$ cat config.mk
export PLATFORM = sky130hd
export DESIGN_NAME = maxpool2x2_engine
export DESIGN_NICKNAME = d
export VERILOG_FILES = /design/src/rtl/cnn_pkg.sv /design/src/rtl/pool_max_cmp.sv /design/src/rtl/maxpool2x2_engine.sv
export SDC_FILE = /design/constraint.sdc
export NUM_CORES = 1
export LEC_CHECK = 0
export CORE_UTILIZATION = 52
export DETAILED_ROUTE_END_ITERATION = 6
export HOLD_SLACK_MARGIN = 0.05
export PLACE_DENSITY = 0.93
export RECOVER_POWER = 100
export REMOVE_ABC_BUFFERS = 1
export SYNTH_ARGS = -nofsm -noshare
export SYNTH_HDL_FRONTEND = slang
export SYNTH_SLANG_ARGS = --single-unit
$ cat constraint.sdc
create_clock -name clk -period 6.97 [get_ports clk]
set_clock_uncertainty 0.2 [all_clocks]
set_input_delay 1.0455 -clock clk [delete_from_list [all_inputs] [get_ports clk]]
set_output_delay 1.0455 -clock clk [all_outputs]
set_load 0.01 [all_outputs]
$ cat src/rtl/cnn_pkg.sv
// ============================================================================
// cnn_pkg : shared CNN datapath constants, pool FSM state type, index helper
// Revision: 1.0
// ============================================================================
`default_nettype none

package cnn_pkg;

  localparam int DATA_W  = 8;
  localparam int IN_DIM  = 6;
  localparam int OUT_DIM = IN_DIM / 2;
  localparam int WIN_CNT = OUT_DIM * OUT_DIM;

  typedef enum logic [1:0] {
    POOL_IDLE = 2'd0,
    POOL_SCAN = 2'd1,
    POOL_DONE = 2'd2
  } pool_state_e;

  // Flat input index of sub-element 'sub' (0..3, row-major) of window 'win'.
  function automatic int unsigned pool_index(input int unsigned win,
                                             input int unsigned sub,
                                             input int unsigned in_dim);
    int unsigned od;
    od = in_dim / 2;
    return (2 * (win / od) + sub / 2) * in_dim + 2 * (win % od) + sub % 2;
  endfunction

endpackage

`default_nettype wire

$ cat src/rtl/pool_max_cmp.sv
// ============================================================================
// pool_max_cmp : signed compare-and-select for the running window max, plus
// the write-back value (clamped at zero when POOL_RELU_EN is defined).
// Revision: 1.0
// ============================================================================
`default_nettype none

module pool_max_cmp #(
  parameter int DATA_W = cnn_pkg::DATA_W
) (
  input  logic signed [DATA_W-1:0] cur_max,
  input  logic signed [DATA_W-1:0] din,
  input  logic                     first,
  output logic signed [DATA_W-1:0] max_out,
  output logic signed [DATA_W-1:0] wr_val
);

  always_comb begin
    max_out = cur_max;
    if (first || (din > cur_max)) begin
      max_out = din;
    end
`ifdef POOL_RELU_EN
    wr_val = max_out[DATA_W-1] ? '0 : max_out;
`else
    wr_val = max_out;
`endif
  end

endmodule

`default_nettype wire

$ cat src/rtl/maxpool2x2_engine.sv
// ============================================================================
// maxpool2x2_engine : sequential 2x2/stride-2 max pooling, one element per
// cycle from an input snapshot. Optional ReLU clamp via POOL_RELU_EN.
// Revision: 1.0
// ============================================================================
`default_nettype none

module maxpool2x2_engine #(
  parameter int DATA_W = cnn_pkg::DATA_W,
  parameter int IN_DIM = cnn_pkg::IN_DIM
) (
  input  logic                                        clk,
  input  logic                                        rst_n,
  input  logic                                        enable,
  input  logic [IN_DIM*IN_DIM*DATA_W-1:0]             input_fm,
  output logic [(IN_DIM/2)*(IN_DIM/2)*DATA_W-1:0]     output_fm,
  output logic                                        done,
  output logic                                        busy
);

  import cnn_pkg::*;

  localparam int OUT_D = IN_DIM / 2;
  localparam int N_WIN = OUT_D * OUT_D;
  localparam int WIN_W = (N_WIN > 1) ? $clog2(N_WIN) : 1;
  localparam logic [WIN_W-1:0] WIN_LAST = WIN_W'(N_WIN - 1);

  pool_state_e                       state_q, state_d;
  logic [IN_DIM*IN_DIM*DATA_W-1:0]   snap_q, snap_d;
  logic [N_WIN*DATA_W-1:0]           out_q, out_d;
  logic [1:0]                        elem_q, elem_d;
  logic [WIN_W-1:0]                  win_q, win_d;
  logic signed [DATA_W-1:0]          pix_q, pix_d;
  logic signed [DATA_W-1:0]          max_q, max_d;
  logic                              pvalid_q, pvalid_d;
  logic [1:0]                        pelem_q, pelem_d;
  logic [WIN_W-1:0]                  pwin_q, pwin_d;
  logic                              done_q, done_d;
  logic                              busy_q, busy_d;

  int unsigned                       fetch_idx;
  logic signed [DATA_W-1:0]          cmp_max;
  logic signed [DATA_W-1:0]          cmp_wr;

  pool_max_cmp #(.DATA_W(DATA_W)) u_cmp (
    .cur_max (max_q),
    .din     (pix_q),
    .first   (pelem_q == 2'd0),
    .max_out (cmp_max),
    .wr_val  (cmp_wr)
  );

  // Two-stage scan: fetch element from the snapshot, then fold it into the max.
  always_comb begin
    state_d   = state_q;
    snap_d    = snap_q;
    out_d     = out_q;
    elem_d    = elem_q;
    win_d     = win_q;
    pix_d     = pix_q;
    max_d     = max_q;
    pvalid_d  = pvalid_q;
    pelem_d   = pelem_q;
    pwin_d    = pwin_q;
    done_d    = done_q;
    busy_d    = busy_q;
    fetch_idx = pool_index(32'(win_q), 32'(elem_q), IN_DIM);

    case (state_q)
      POOL_IDLE, POOL_DONE: begin
        if (enable) begin
          snap_d   = input_fm;
          done_d   = 1'b0;
          busy_d   = 1'b1;
          elem_d   = 2'd0;
          win_d    = '0;
          pvalid_d = 1'b0;
          state_d  = POOL_SCAN;
        end
      end
      POOL_SCAN: begin
        // Counters back at zero with a valid stage means every element is fetched.
        if (!(pvalid_q && (win_q == '0) && (elem_q == 2'd0))) begin
          pix_d    = snap_q[DATA_W*fetch_idx +: DATA_W];
          pvalid_d = 1'b1;
          pelem_d  = elem_q;
          pwin_d   = win_q;
          elem_d   = elem_q + 2'd1;
          if (elem_q == 2'd3) begin
            win_d = (win_q == WIN_LAST) ? '0 : win_q + WIN_W'(1);
          end
        end
        if (pvalid_q) begin
          max_d = cmp_max;
          if (pelem_q == 2'd3) begin
            out_d[DATA_W*int'(pwin_q) +: DATA_W] = cmp_wr;
            if (pwin_q == WIN_LAST) begin
              state_d = POOL_DONE;
              done_d  = 1'b1;
              busy_d  = 1'b0;
            end
          end
        end
      end
      default: state_d = POOL_IDLE;
    endcase
  end

  always_ff @(posedge clk or negedge rst_n) begin
    if (!rst_n) begin
      state_q  <= POOL_IDLE;
      snap_q   <= '0;
      out_q    <= '0;
      elem_q   <= 2'd0;
      win_q    <= '0;
      pix_q    <= '0;
      max_q    <= '0;
      pvalid_q <= 1'b0;
      pelem_q  <= 2'd0;
      pwin_q   <= '0;
      done_q   <= 1'b0;
      busy_q   <= 1'b0;
    end else begin
      state_q  <= state_d;
      snap_q   <= snap_d;
      out_q    <= out_d;
      elem_q   <= elem_d;
      win_q    <= win_d;
      pix_q    <= pix_d;
      max_q    <= max_d;
      pvalid_q <= pvalid_d;
      pelem_q  <= pelem_d;
      pwin_q   <= pwin_d;
      done_q   <= done_d;
      busy_q   <= busy_d;
    end
  end

  assign output_fm = out_q;
  assign done      = done_q;
  assign busy      = busy_q;

endmodule

`default_nettype wire
# Yosys cells after proc, flatten, opt, wreduce, memory -nomap -nowiden

Cells that the tools add are included.

Bits in registers: 393
Output and inout port bits: 74
Input bits: 291
Word-level logic and storage cells: 82

Order comparisons: 1
$mul: 1
Divide/modulo/power cells: 2
Add/subtract/negate cells: 6
Eq/ne operators: 12
Shift-type cells: 3
Bitwise logic cells: 1
Reduce and logical (&&, ||, !) cells: 17
Muxes and demuxes: 27

Operators with widths:

| kind                                                  | count |
|---|---|
| indexed part select 288 x 33 -> 8 bit                 | 1 |
| bitwise mux 72 bit                                    | 1 |
| variable shift 8 x 33 -> 72 bit, first input constant | 1 |
| indexed part select 8 x 33 -> 72 bit                  | 1 |
| negation 7 -> 33 bit                                  | 1 |
| adder 32 x 1 -> 32 bit                                | 1 |
| divider 4 x 2 -> 32 bit, second input constant        | 1 |
| modulo 4 x 2 -> 32 bit, second input constant         | 1 |
| multiplier 32 x 2 -> 28 bit, second input constant    | 1 |
| adder 29 x 1 -> 29 bit                                | 1 |
| adder 29 bit                                          | 1 |
| two-way mux 4 bit                                     | 4 |
| two-way mux 2 bit                                     | 6 |
| inequality test 2 bit, second input constant          | 6 |
| two-way mux 1 bit                                     | 9 |
| equality test 4 bit, second input constant            | 2 |
| greater-than comparator 8 bit                         | 1 |
| two-way mux 8 bit                                     | 1 |
| case mux 2 bit (2 select lines)                       | 2 |
| case mux 4 bit (2 select lines)                       | 1 |
| AND reduction 4 bit                                   | 2 |
| equality test 2 bit, second input constant            | 3 |
| logical NOT 2 bit                                     | 3 |
| case mux 1 bit (2 select lines)                       | 3 |
| 12 further kinds                                      | 16 |

# Depth between registers and ports, before layout

Gate-level depths: netlist of run 1.

Depth after elaboration: 6
Depth in mapped cells: 25
Depth with buffers taken out: 23

# Cells and area by module

From an unflattened synthesis of run 1, not the netlist that was laid out.

Cells, all modules: 1972
Area total of the unflattened synthesis: 18589.1 µm²

By module, submodules not included:

| module            | times used | seq. area each (µm²) | area an instance (µm²) | cells each |
|---|---|---|---|---|
| maxpool2x2_engine | 1          | 9834.4               | 18195.0                | 1927 |
| pool_max_cmp      | 1          | 0.0                  | 394.1                  | 45 |

# Worst setup path before layout of run 1

Ideal clock, no wire load.

Path type: register to register
From: register win_q[3]
To: register pix_q[0]
Setup time: 0.070 ns
Buffers on the path: 3
Cell stages (with the launch flop): 23
Clock period less this slack: 5.754 ns
Data required time: 6.700 ns
Setup slack: 1.216 ns
Arrival time: 5.484 ns
Path through: dfrtp_1 buf_2 nor2_1 ha_1 nand2b_1 a31oi_4 xnor2_1 inv_1 ha_1 or3b_1 a311oi_1 a31oi_1 ha_1 fa_1 xor2_1 ha_1 or3b_1 clkbuf_1 nand2_1 buf_2 nor3b_1 nand3_1 nand3_1

Cells in the longest elaborated chain, start to end: 6
Elaborated cells on any way between the ends: 12
Classes of those cells: 3 x add/sub; 1 x mul; 2 x div; 1 x shift; 1 x bitwise; 4 x reduce/logical

Ends and longest elaborated chain:

| what                                  | line                     | source |
|---|---|---|
| from (decl)                           | maxpool2x2_engine.sv:32  | `logic [WIN_W-1:0] win_q, win_d;` |
| from (signal assigned)                | maxpool2x2_engine.sv:128 | `win_q <= win_d;` |
| divider 4 x 2 -> 32 bit               | cnn_pkg.sv:26            | `return (2 * (win / od) + sub / 2) * in_dim + 2 * (win % od) + sub % 2;` |
| adder 32 x 1 -> 32 bit                | cnn_pkg.sv:26            |  |
| multiplier 32 x 2 -> 28 bit           | cnn_pkg.sv:26            |  |
| adder 29 bit                          | cnn_pkg.sv:26            |  |
| adder 29 x 1 -> 29 bit                | cnn_pkg.sv:26            |  |
| indexed part select 288 x 33 -> 8 bit | maxpool2x2_engine.sv:84  | `pix_d = snap_q[DATA_W*fetch_idx +: DATA_W];` |
| to (signal assigned)                  | maxpool2x2_engine.sv:129 | `pix_q <= pix_d;` |
| to (decl)                             | maxpool2x2_engine.sv:33  | `logic signed [DATA_W-1:0] pix_q, pix_d;` |

Several ways; a longest one is shown, not always the timed one.
A chain may end at the register's enable or synchronous reset.

# Final worst setup path of run 1

From: register win_q[2]
To: register pix_q[1]

The elaborated chain is that of the path after synthesis.

==> impl_metrics.csv, run 1 <==
group,metric,value,unit
yosys,synthesis.area,0.0181,mm2
placement,gp_congestion,0.864,
sta,relSlewSlack,-200,%
clock_network,htreeDepth,2,
global_routing,grt_max_degree,285,
outcome,violations,"max-capacitance violations, max-slew violations",
sta,setup_ws,0.415,ns
setup_path,path_max_fanout,11,
cells_and_area,drive_gt1_share,7.85,%
yosys,ys_seq_elements,393,
detailed_routing,drt_first_pass_iters,7,
yosys,async_flop_share,100,%
min_path,hp-class,"flop to flop",
placement,port_buffers,364,
sta,tns,0,ns
setup_path,crit_arrival,6.76,ns
cells_and_area,fillCellCount,2399,
cells_and_area,regArea,0.00983,mm2
power,power_leakage,11.6,nW
detailed_routing,route.detailed.drc,0,
clock_network,cts-root-buf,"clkbuf_16",
setup_path,rrSetupSlack,0.41,ns
placement,place_hpwl,36200,um
yosys,yosysSeqAreaShare,54.2,%
yosys,yosysWarnings,0,
clock_network,clk_pin_slew,0.06,ns
yosys,ys_types,55,
clock_network,cts_tree,"done",
cells_and_area,syn_to_final_growth,30.1,%
outcome,status,"finished with violations",
floorplan,die_w,189,um
sta,worstMarginPinSlew,4.51,ns
detailed_routing,dr_total_vias,15600,
setup_path,cp.required,7.17,ns
detailed_routing,vias_per_cell,5.68,
setup_path,cp-end-kind,"flop",
cells_and_area,nets,2584,
global_routing,grt_use_total,29.9,%
yosys,postSynthAreaPerCell,9.33,um2
placement,pre_cts_ws,0.236,ns
run,maxCapViolations,6,
floorplan,die_height,189,um
floorplan,die_area,0.0356,mm2
global_routing,globalRouteOverflowTotal,0,
sta,min_period,6.56,ns
global_routing,grt_first_pass_wirelength,83000,um
clock_network,cts_buffer_depth,3,
yosys,synth_cells,1945,
detailed_routing,wl_per_cell,19.2,um
clock_network,insertion_delay,0.53,ns
yosys,synth_flop_cell,"dfrtp_1",
sta,slew_viol_final,365,
clock_network,cts_sinks,393,
floorplan,start_util,52.6,%
setup_path,worstSetupStartpointType,"flop",
sta,fin_crit_sh,94.1,%
detailed_routing,drt-total-wl,52800,um
detailed_routing,first_iter_violations,1271,
setup_path,worst-setup-path-type,"flop to flop",
sta,finalSetupViolCount,0,
power,ir_drop,794,uV
floorplan,core,0.0345,mm2
clock_network,cts_buffers,42,
global_routing,grt_antenna_before_repair,2,
global_routing,grt_pass1_vias,15800,
floorplan,pin_count,365,
sta,hold_viol,0,
floorplan,num_rows,68,
detailed_routing,antenna_left,0,
power,p_per_area,645,mW/mm2
sta,fmax,153,MHz
cells_and_area,multi_input_area,0.00780,mm2
yosys,synth_edf_count,0,
-- synth_stat cells, types with 3 or more instances --
master | count | area share, %
and4_1 | 3 | 0.14
nand3_1 | 24 | 0.66
ha_1 | 29 | 2.0
mux2i_1 | 8 | 0.44
o21ai_0 | 22 | 0.61
and3_1 | 16 | 0.55
nand2b_1 | 10 | 0.34
inv_1 | 25 | 0.52
buf_1 | 13 | 0.27
dfrtp_1 | 393 | 54
a21oi_1 | 85 | 2.3
or2_2 | 3 | 0.10
a21o_1 | 10 | 0.41
buf_2 | 13 | 0.36
clkbuf_1 | 85 | 1.8
nand4_1 | 10 | 0.34
nor3_1 | 21 | 0.58
a31oi_1 | 3 | 0.10
nor2b_1 | 6 | 0.21
o21ai_1 | 5 | 0.14
nor2_1 | 104 | 2.2
xnor2_1 | 4 | 0.19
mux4_2 | 72 | 8.9
a211oi_1 | 34 | 1.4
a22oi_1 | 3 | 0.12
nand2_1 | 903 | 19
xor2_1 | 3 | 0.14
-- worst max-delay path, stage by stage (launching register included) --
cell and delay, ns:
dfrtp_1 0.55, inv_1 0.15, nor2_1 0.26, ha_1 0.33, nand2b_1 0.14, a31oi_4 0.36
xnor2_1 0.22, inv_1 0.09, ha_1 0.20, or3b_1 0.46, a311oi_1 0.31, a31oi_1 0.22
ha_1 0.33, fa_1 0.44, ha_1 0.35, nor2b_1 0.16, o21ai_0 0.34, nand2b_1 0.13
xnor2_1 0.67, nor3b_1 0.13, buf_4 0.21, nand3_1 0.08, nand3_1 0.08
-- registers in the layout, indices dropped and copies added (netlist names) --
| signal | count |
|---|---|
| busy | 1 |
| done | 1 |
| elem_q | 2 |
| max_q | 8 |
| output_fm | 72 |
| pelem_q | 2 |
| pix_q | 8 |
| pvalid_q | 1 |
| pwin_q | 4 |
| snap_q | 288 |
| state_q | 2 |
| win_q | 4 |
-- logic make-up after synthesis --
group / after synthesis / share of synthesized area (%)
fa+ha+maj: 31 / 2.22
compound gates: 176 / 6.04
simple gates: 1116 / 24.6
buf+inv: 141 / 3.10
flops: 393 / 54.2
mux: 81 / 9.44
xor+xnor: 7 / 0.338
-- final cells by class --
type	count	share of cell area, %
Sequential cell	393	41.7
Timing Repair Buffer	386	16.2
Tap cell	455	2.41
Multi-Input combinational cell	1411	33.0
Antenna cell	3	0.0318
Clock buffer	62	5.47
Clock inverter	14	0.790
Inverter	28	0.456
-- worst paths after layout --
kind,cells after the start,end,startpoint
worst min-delay path,2,snap_q[63],snap_q[63]
worst max-delay path,22,pix_q[1],win_q[2]
worst max register to register,22,pix_q[1],win_q[2]
min in group asynchronous,1,snap_q[82],rst_n
max in group asynchronous,2,output_fm[69],rst_n
worst min register to register,2,snap_q[63],snap_q[63]
-- layer usage --
layer  GRT usage (%)  share of wire [%]  vias up
met4            16.6                5.7        0
li1                -                  -     7008
met2            50.8                 50      842
met3            5.05                7.5      190
met5               0                  0        -
met1            36.4                 37     7579
-- cell usage in the layout, fill, tap and decap left out, drive strengths merged, types with 3 or more instances in the layout --
master and n:
and4 3, ha 29, a22oi 3, xor2 3, diode 3, or2 3
clkbuf 72, a21oi 85, mux4 72, and3 16, dlygate4sd3 75, buf 13
nor3 22, bufinv 4, nand3 25, nor4b 3, nor3b 3, nor2b 6
a211oi 35, dfrtp 393, mux2i 8, nand4 10, clkdlybuf4s50 288, a31oi 4
o21ai 27, nand2b 10, a21o 10, nand2 904, nor2 104, inv 29
xnor2 4, clkinv 8
-- repair_timing --
| item | 4_1_cts | 5_1_grt |
|---|---|---|
| hold endpoints to repair | 0 | 0 |
| setup endpoints to repair | 0 | 8 |
| setup buffers | 0 | 2 |
| hold buffers | 0 | 0 |
| resized for setup | 0 | 5 |
-- power by group --
group          leakage, nW  internal [mW]  switching [mW]
combinational         5.88           3.64            5.20
clock                0.729           1.43           0.917
sequential            4.96           3.30           0.727
-- stage by stage --
| step | hold WS, ns | area, um2 | utilization (%) | total power [mW] | instances |
|---|---|---|---|---|---|
| CTS | 0.272 | 23600 | 68.5 | 14.9 | 2747 |
| global route | 0.289 | 23600 | 68.5 | 16.2 | 2752 |
| detailed placement | 0.258 | 22100 | 64.2 | 12.5 | 2671 |
| floorplan | 0.240 | 17700 | - | 9.61 | 1832 |
| finish | 0.268 | 23600 | 68.5 | 15.2 | 2752 |
| global placement | 0.252 | 22100 | 64.2 | 12.1 | 2671 |
(Power assumes the default switching activity.)
==> run 2: changes to the inputs <==
Settings changed: CELL_PAD_IN_SITES_DETAIL_PLACEMENT set to 0, CELL_PAD_IN_SITES_GLOBAL_PLACEMENT set to 1, CORE_UTILIZATION 52 to 39, CTS_CLUSTER_SIZE set to 14, PLACE_DENSITY 0.93 to 0.92.
==> run 2 against run 1 <==
The run still ends with max-capacitance violations, max-slew violations left. Register-to-register slack barely moved. Routed wire length fell by 1.7%. Sequential share of layout area fell by 0.31 points. Sequential cell count did not move. Die area rose by 33%. Sequential power fell by 2%. Critical path type unchanged.
==> impl_metrics.csv, run 2 (synthesis results as in run 1) <==
group,metric,value,unit
outcome,status,"finished with violations",
outcome,violations,"max-capacitance violations, max-slew violations",
global_routing,grt_antenna_before_repair,4,
detailed_routing,first_iter_violations,1145,
cells_and_area,multi_input_area,0.00779,mm2
placement,port_buffers,364,
global_routing,grt_first_pass_wirelength,82700,um
floorplan,die_area,0.0474,mm2
setup_path,cp-end-kind,"flop",
global_routing,grt_use_total,22.5,%
floorplan,die_height,218,um
clock_network,cts_sinks,393,
sta,hold_viol,0,
clock_network,clk_pin_slew,0.06,ns
cells_and_area,fin_cells,2906,
cells_and_area,drive_gt1_share,8.17,%
floorplan,core,0.0457,mm2
setup_path,cp.required,7.27,ns
clock_network,cts_buffer_depth,3,
sta,finalSetupViolCount,0,
detailed_routing,drt-total-wl,51900,um
min_path,hp-class,"flop to flop",
cells_and_area,syn_to_final_growth,31.2,%
cells_and_area,nets,2591,
detailed_routing,antenna_left,0,
global_routing,globalRouteOverflowTotal,0,
detailed_routing,wl_per_cell,17.9,um
sta,min_period,6.55,ns
sta,relSlewSlack,-173,%
floorplan,start_util,39.7,%
sta,fmax,153,MHz
power,ir_drop,619,uV
cells_and_area,final_common_cell,"nand2_1",
setup_path,crit_arrival,6.84,ns
global_routing,grt_pass1_vias,15000,
setup_path,r2r_cells,22,
clock_network,cts_buffers,44,
sta,worstMarginPinSlew,4.10,ns
sta,rsz0062_at_grt,"false",
detailed_routing,drt_first_pass_iters,7,
clock_network,htreeDepth,2,
run,maxCapViolations,5,
min_path,worstHoldStart,"snap_q[272]",
cells_and_area,regArea,0.00984,mm2
detailed_routing,route.detailed.drc,0,
floorplan,die_w,218,um
min_path,min_to,"snap_q[272]",
sta,slew_viol_final,512,
power,p_per_area,630,mW/mm2
clock_network,cts_tree,"done",
cells_and_area,regMostFlops,"snap_q",
cells_and_area,fillCellCount,4150,
setup_path,timing.rr.end,"pix_q[3]",
floorplan,num_rows,78,
setup_path,reg2reg_from,"win_q[2]",
global_routing,grt_max_degree,171,
cells_and_area,largest_register_ffs,288,
cells_and_area,fin_util,52.1,%
detailed_routing,vias_per_cell,5.10,
floorplan,pin_count,365,
clock_network,insertion_delay,0.57,ns
detailed_routing,dr_total_vias,14800,
sta,fin_crit_sh,93.9,%
placement,placedCellCount,2822,
setup_path,worstSetupStartpointType,"flop",
cells_and_area,final_cell_mix,"902 x nand2_1, 391 x dfrtp_1, 288 x clkdlybuf4s50_1",
clock_network,cts-root-buf,"clkbuf_16",
setup_path,worst-setup-path-type,"flop to flop",
min_path,hold_depth,2,
setup_path,rrSetupSlack,0.42,ns
power,power_leakage,11.6,nW
placement,gp_congestion,0.831,
placement,place_hpwl,37300,um
setup_path,path_max_fanout,29,
## run 2: cell types whose count changed in the layout (fill, tap and decap cells not counted), sizes merged
cell / delta
bufinv: -3
clkinv: +1
clkbuf: +7
inv: +3
diode: +1
## run 2: timing repair
item | 4_1_cts | 5_1_grt
hold buffers | 0 | 0
resized for setup | 1 | 4
buffers inserted | 0 | 1
pin swaps | 0 | 1
endpoints found under the setup margin | 8 | 8
## run 2: metrics by stage
step                instance area, um2  hold WS (ns)  worst slack (ns)  power [mW]  setup TNS [ns]
finish                           23800         0.267             0.424        15.0               0
global route                     23800         0.287           0.00570        16.1               0
CTS                              23800         0.270            0.0510        15.0               0
detailed placement               22400         0.258           -0.0657        12.7          -0.311
global placement                 22400         0.252             0.241        12.4               0
floorplan                        17700         0.240             -4.71        9.61        -1082.81
## run 2: layer usage
layer | vias up | track usage (%) | share of wire [%]
li1 | 7037 | - | -
met2 | 442 | 37.0 | 49
met3 | 85 | 3.03 | 5.5
met4 | 0 | 8.05 | 2.5
met1 | 7250 | 30.5 | 43
met5 | - | 0 | 0
## run 2: power by group
group	switching, mW	internal, mW	total (mW)	leakage, nW
registers	0.638	3.30	3.94	4.96
clock network	0.935	1.37	2.30	0.729
logic	5.13	3.61	8.74	5.89
## run 2: worst max-delay path by stage
| stage | startpoint | end | slack, ns | cells past startpoint |
|---|---|---|---|---|
| floorplan | enable | win_q[3] | -4.71 | 5 |
| global placement | win_q[2] | pix_q[2] | 0.24 | 20 |
| detailed placement | win_q[2] | pix_q[1] | -0.07 | 20 |
| CTS | win_q[2] | pix_q[1] | 0.05 | 22 |
| global route | win_q[2] | pix_q[1] | 0.006 | 22 |
| finish | win_q[2] | pix_q[3] | 0.42 | 22 |
## run 2: cell type report
class | instances | share of cell area (%)
flip-flops and latches | 393 | 41.4
diodes | 4 | 0.0421
repair buffers | 391 | 16.1
clock inverters | 15 | 0.494
well taps | 600 | 3.16
inverters | 28 | 0.452
clock buffers | 64 | 5.62
multi-input cells | 1411 | 32.7
## run 2: critical path, stage by stage, from the launching register on
cell and delay, ns:
dfrtp_2 0.48, inv_1 0.13, nor2_1 0.27, ha_1 0.33
nand2b_1 0.14, a31oi_4 0.36, xnor2_1 0.23, inv_1 0.10
ha_1 0.20, or3b_1 0.48, a311oi_1 0.30, a31oi_1 0.22
ha_1 0.34, fa_1 0.41, xor2_1 0.18, ha_1 0.31
or3b_2 0.66, nand2_8 0.24, buf_4 0.27, nor3_1 0.08
a211oi_1 0.30, nand4_1 0.13, nand3_1 0.13
